### src/rtl/rv_isa_pkg.sv
// Shared RV32I definitions: opcodes (also used by the control decoder),
// the symbolic instruction classes and the program-loader FSM states.
package rv_isa_pkg;

    localparam logic [6:0] OPC_LOAD   = 7'b0000011;
    localparam logic [6:0] OPC_STORE  = 7'b0100011;
    localparam logic [6:0] OPC_OP     = 7'b0110011;
    localparam logic [6:0] OPC_BRANCH = 7'b1100011;
    localparam logic [6:0] OPC_OP_IMM = 7'b0010011;
    localparam logic [6:0] OPC_JAL    = 7'b1101111;
    localparam logic [6:0] OPC_JALR   = 7'b1100111;

    typedef enum logic [2:0] {
        CLS_LOAD    = 3'd0,
        CLS_STORE   = 3'd1,
        CLS_OP      = 3'd2,
        CLS_BRANCH  = 3'd3,
        CLS_OP_IMM  = 3'd4,
        CLS_JAL     = 3'd5,
        CLS_JALR    = 3'd6,
        CLS_ILLEGAL = 3'd7
    } instr_class_t;

    typedef enum logic [1:0] {
        ST_IDLE = 2'd0,
        ST_LOAD = 2'd1,
        ST_DONE = 2'd2
    } load_state_t;

endpackage

### src/rtl/rv_instr_pack.sv
// Combinational RV32I field packer: builds the machine word for one symbolic
// instruction and flags illegal classes and odd branch/jump offsets.
module rv_instr_pack
    import rv_isa_pkg::*;
(
    input  instr_class_t cls,
    input  logic [4:0]   rd,
    input  logic [4:0]   rs1,
    input  logic [4:0]   rs2,
    input  logic [2:0]   funct3,
    input  logic         funct7b5,
    input  logic [20:0]  imm,
    output logic [31:0]  word,
    output logic         illegal,
    output logic         misalign
);

    always_comb begin
        word     = '0;
        illegal  = 1'b0;
        misalign = 1'b0;
        case (cls)
            CLS_LOAD:   word = {imm[11:0], rs1, funct3, rd, OPC_LOAD};
            CLS_STORE:  word = {imm[11:5], rs2, rs1, funct3, imm[4:0], OPC_STORE};
            CLS_OP:     word = {1'b0, funct7b5, 5'b00000, rs2, rs1, funct3, rd, OPC_OP};
            CLS_BRANCH: begin
                word     = {imm[12], imm[10:5], rs2, rs1, funct3, imm[4:1], imm[11], OPC_BRANCH};
                misalign = imm[0];
            end
            CLS_OP_IMM: begin
                // Shifts carry the arithmetic bit and a 5-bit shamt instead of imm[11:5]
                if (funct3 == 3'b001 || funct3 == 3'b101)
                    word = {1'b0, funct7b5, 5'b00000, imm[4:0], rs1, funct3, rd, OPC_OP_IMM};
                else
                    word = {imm[11:0], rs1, funct3, rd, OPC_OP_IMM};
            end
            CLS_JAL: begin
                word     = {imm[20], imm[10:1], imm[11], imm[19:12], rd, OPC_JAL};
                misalign = imm[0];
            end
            CLS_JALR:   word = {imm[11:0], rs1, 3'b000, rd, OPC_JALR};
            default:    illegal = 1'b1;
        endcase
    end

endmodule

### src/rtl/rv_program_encoder.sv
// Program loader: accepts symbolic instructions over valid/ready, encodes them
// and writes them to IMEM at an auto-incrementing word address.
module rv_program_encoder
    import rv_isa_pkg::*;
#(
    parameter int ADDR_W = 8,
    parameter int DEPTH  = 256
) (
    input  logic              clk,
    input  logic              rst_n,
    input  logic              start,
    input  logic              finish,
    input  logic              in_valid,
    output logic              in_ready,
    input  logic [2:0]        in_class,
    input  logic [4:0]        rd,
    input  logic [4:0]        rs1,
    input  logic [4:0]        rs2,
    input  logic [2:0]        funct3,
    input  logic              funct7b5,
    input  logic [20:0]       imm,
    output logic              imem_we,
    output logic [ADDR_W-1:0] imem_addr,
    output logic [31:0]       imem_wdata,
    output logic [ADDR_W:0]   count,
    output logic              busy,
    output logic              done,
    output logic              err_illegal,
    output logic              err_align,
    output logic              err_full
);

    localparam logic [ADDR_W:0] DEPTH_CNT = (ADDR_W + 1)'(DEPTH);
    localparam logic [ADDR_W:0] CNT_ONE   = (ADDR_W + 1)'(1);

    load_state_t state, state_next;
    logic        full;
    logic        accept;
    logic        write_ok;
    logic [31:0] packed_word;
    logic        pk_illegal;
    logic        pk_misalign;

    rv_instr_pack u_pack (
        .cls      (instr_class_t'(in_class)),
        .rd       (rd),
        .rs1      (rs1),
        .rs2      (rs2),
        .funct3   (funct3),
        .funct7b5 (funct7b5),
        .imm      (imm),
        .word     (packed_word),
        .illegal  (pk_illegal),
        .misalign (pk_misalign)
    );

    always_ff @(posedge clk or negedge rst_n) begin
        if (!rst_n) state <= ST_IDLE;
        else        state <= state_next;
    end

    always_comb begin
        state_next = state;
        case (state)
            ST_IDLE: if (start) state_next = ST_LOAD;
            ST_LOAD: begin
                if (start)       state_next = ST_LOAD;
                else if (finish) state_next = ST_DONE;
            end
            ST_DONE: if (start) state_next = ST_LOAD;
            default: state_next = ST_IDLE;
        endcase
    end

    always_comb begin
        busy     = (state == ST_LOAD);
        done     = (state == ST_DONE);
        in_ready = (state == ST_LOAD) && !err_full && !full && !finish;
    end

    assign full     = (count == DEPTH_CNT);
    assign accept   = in_valid && in_ready;
    assign write_ok = accept && !pk_illegal;

    // The write address is captured at accept, so a start in the same cycle
    // still lets that write land at the old address while the counter clears.
    always_ff @(posedge clk or negedge rst_n) begin
        if (!rst_n) begin
            imem_we     <= 1'b0;
            imem_addr   <= '0;
            imem_wdata  <= '0;
            count       <= '0;
            err_illegal <= 1'b0;
            err_align   <= 1'b0;
            err_full    <= 1'b0;
        end else begin
            imem_we <= write_ok;
            if (write_ok) begin
                imem_addr  <= count[ADDR_W-1:0];
                imem_wdata <= packed_word;
            end
            if (start) begin
                count       <= '0;
                err_illegal <= 1'b0;
                err_align   <= 1'b0;
                err_full    <= 1'b0;
            end else begin
                if (write_ok)                 count       <= count + CNT_ONE;
                if (accept && pk_illegal)     err_illegal <= 1'b1;
                if (accept && pk_misalign)    err_align   <= 1'b1;
                if (busy && in_valid && full) err_full    <= 1'b1;
            end
        end
    end

endmodule
### config.mk
export PLATFORM = sky130hd
export DESIGN_NAME = rv_program_encoder
export DESIGN_NICKNAME = d
export VERILOG_FILES = /design/src/rtl/rv_isa_pkg.sv /design/src/rtl/rv_instr_pack.sv /design/src/rtl/rv_program_encoder.sv
export SDC_FILE = /design/constraint.sdc
export NUM_CORES = 1
export LEC_CHECK = 0
export ABC_AREA = 1
export ABC_CLOCK_PERIOD_IN_PS = 1800
export BUFFER_PORTS_ARGS = -buffer_cell sky130_fd_sc_hd__buf_2
export CAP_MARGIN = 20
export CORE_MARGIN = 2
export CORE_UTILIZATION = 40
export CTS_CLUSTER_DIAMETER = 80
export CTS_CLUSTER_SIZE = 14
export DETAILED_ROUTE_END_ITERATION = 12
export HOLD_SLACK_MARGIN = 0.05
export PLACE_DENSITY = 0.68
export SETUP_SLACK_MARGIN = 0.15
export SLEW_MARGIN = 15
export SYNTH_ARGS = -nofsm -noshare
export SYNTH_HDL_FRONTEND = slang
export SYNTH_SLANG_ARGS = --single-unit
### constraint.sdc
create_clock -name clk -period 1.8 [get_ports clk]
set_input_delay 0.09 -clock clk [delete_from_list [all_inputs] [get_ports clk]]
set_output_delay 0.09 -clock clk [all_outputs]
set_load 0.05 [all_outputs]
==> flow_metrics.env <==
export IMPL_insertion_delay_ns=0.31
export IMPL_ant_nets=0
export IMPL_worstSetupPathType="register to register"
export IMPL_antenna_found_initial=0
export IMPL_hold_violations=0
export IMPL_nFillCells=719
export IMPL_period_needed_ns=1.57
export IMPL_final_util=0.543
export IMPL_synth_cell_types=31
export IMPL_drtIter0Drc=204
export IMPL_maxSlewHeadroom=0.558
export IMPL_synth_cells=418
export IMPL_grt_setup_unrepaired="no"
export IMPL_io_pins=104
export IMPL_fin_nets=583
export IMPL_hp_class="input port to register"
export IMPL_grt_pass1_vias=2841
export IMPL_die_y_microns=91.3
export IMPL_outcome="finished clean"
export IMPL_io_buffers=103
export IMPL_cp_start_kind="register"
export IMPL_die_x_microns=91.3
export IMPL_area_growth_syn_to_layout_pct=30.6
export IMPL_post_drt_wl_per_cell_microns=13.5
export IMPL_total_power_mw=3.93
export IMPL_worstPathRequired_ns=1.99
export IMPL_cts_root_buffer="clkbuf_8"
export IMPL_vias_per_cell=4.91
export IMPL_via_count=3107
export IMPL_core_rowCount=31
export IMPL_stdcell_count=633
export IMPL_setup_viol=0
export IMPL_coreArea_sq_um=7330
export IMPL_final_area_sq_um=3980
export IMPL_numCtsBuffers=5
export IMPL_dp_hpwl_microns=5870
export IMPL_power_density_nw_per_um2=987
export IMPL_end_kind="register"
export IMPL_dp_cells=615
export IMPL_worst_slack_ns=0.230
export IMPL_placed_area_sq_um=3680
export IMPL_track_usage=0.198
export IMPL_post_route_period_util=0.872
export IMPL_n_antenna_cell=0
export IMPL_ys_seq_elements=54
export IMPL_routabilityCongestion=0.865
export IMPL_drtPass1Iterations=5
export IMPL_timing_fmax_mhz=637
export IMPL_drt_total_wl_microns=8530
export IMPL_grt_max_degree=34
export IMPL_cts_sinks=54
export IMPL_grt_pass1_wl_microns=13300
export IMPL_die_area_sq_um=8330
export IMPL_critPathMaxFanout=16
export IMPL_critPathArrivalTime_ns=1.76
export IMPL_netlist_area_sq_um=3050
export IMPL_drv_slew=0
export IMPL_setup_tns_ns=0
export IMPL_irDropWorstVdd_v=0.000625
export IMPL_synth_seq_area_share=0.444
export IMPL_cts_tree="built"
export IMPL_maxCapViolCount=0
export IMPL_cts_buffer_depth=2
export IMPL_drc_errors=0
export IMPL_whs_ns=0.0769
export IMPL_start_util=0.415
export IMPL_cts_htree_levels=2
export IMPL_drive_gt1_frac=0.307
export IMPL_clk_pin_slew_ns=0.09
export IMPL_yosysWarnings=0
export IMPL_syn_area_per_cell_sq_um=7.29
export IMPL_p_leak_nw=2.27
export IMPL_post_place_ws_ns=0.0660
export IMPL_fin_worst_skew_ns=0.0129
export IMPL_worst_pin_slew_ns=0.656
export IMPL_syn_nets=468
export IMPL_grt_overflow=0
-- worst paths after layout --
kind | startpoint | endpoint | slack, ns | depth (start not counted)
worst max register to register | count[0] | imem_addr[1] | 0.23 | 9
worst min register to register | state[1] | state[0] | 0.48 | 1
min in group asynchronous | rst_n | imem_wdata[17] | 0.32 | 2
worst max-delay path | count[0] | imem_addr[1] | 0.23 | 9
worst min-delay path | rd[1] | imem_wdata[8] | 0.08 | 3
max in group asynchronous | rst_n | imem_wdata[24] | 0.89 | 3
-- Yosys cell counts, drive strengths merged --
library cell,instances,share of area
nand2,164,0.21
dfrtp,54,0.44
inv,44,0.054
nor2,39,0.051
nand3,25,0.041
o21ai,24,0.046
buf,15,0.043
a21oi,13,0.021
o211ai,9,0.022
a21boi,6,0.015
nor3,5,0.0082
a22oi,4,0.0099
nand4,4,0.010
clkbuf,3,0.0037
ha,2,0.0082
clkinv,1,0.0012
nor3b,1,0.0025
o21a,1,0.0025
o21bai,1,0.0025
or2,1,0.0021
xnor2,1,0.0029
xor2,1,0.0029
-- critical path, cell delays in order (launching register included) --
cell and delay [ns]:
dfrtp_2 0.42, inv_2 0.06, ha_2 0.17, nand2_2 0.05
nor2_1 0.08, nand2_1 0.09, nand4_4 0.09, buf_4 0.19
clkbuf_16 0.21, o21ai_1 0.08
-- state kept, by name, indices dropped and copies added (netlist names) --
register / flops
err_illegal: 1
err_align: 1
imem_addr: 8
count: 9
state: 2
err_full: 1
imem_we: 1
imem_wdata: 31
-- cells in the final DEF (no fill, tap or decap), types with 6 or more instances in the layout --
cell type	instances
a21boi_0	6
a21oi_1	13
o21ai_0	8
o211ai_1	9
dfrtp_1	52
inv_1	34
inv_2	9
o21ai_1	11
nor2_2	6
nand2_1	159
buf_4	14
nand3_1	25
nor2_1	31
buf_2	102
-- cell families (layout without fill, tap and decap cells) --
family,count (synthesis),after routing,share of synthesized area
compound gates,58,58,0.119
xor+xnor,2,2,0.00575
fa+ha+maj,2,2,0.00822
buf+inv,63,179,0.102
flops,54,54,0.444
simple gates,239,239,0.322
-- layer usage --
layer | vias up | GRT usage | share of wire
li1 | 1555 | - | -
met1 | 1443 | 0.262 | 0.44
met2 | 101 | 0.331 | 0.49
met3 | 8 | 0.0407 | 0.059
met4 | 0 | 0.0480 | 0.011
met5 | - | 0 | 0
-- area by class of cell --
cell class	count	area, sq um	share of cell area
Timing Repair Buffer	126	815	0.205
Inverter	45	176	0.0444
Tap cell	99	124	0.0311
Multi-Input combinational cell	301	1430	0.358
Clock buffer	7	76.3	0.0192
Sequential cell	54	1350	0.340
Clock inverter	1	7.51	0.00189
-- timing repair --
item / in CTS / in global routing
gates resized for setup: 2 / 16
setup endpoints to repair: 10 / 44
buffers inserted: 0 / 5
hold endpoints to repair: 25 / 0
pin swaps: 0 / 2
gates cloned: 1 / 3
hold buffers: 1 / 0
-- power breakdown --
part	switching (mW)	total, mW	internal [mW]
clock network	0.393	0.669	0.276
logic	1.27	1.70	0.434
registers	0.122	1.55	1.43
total	1.79	3.93	2.14
(Power assumes the default switching activity.)
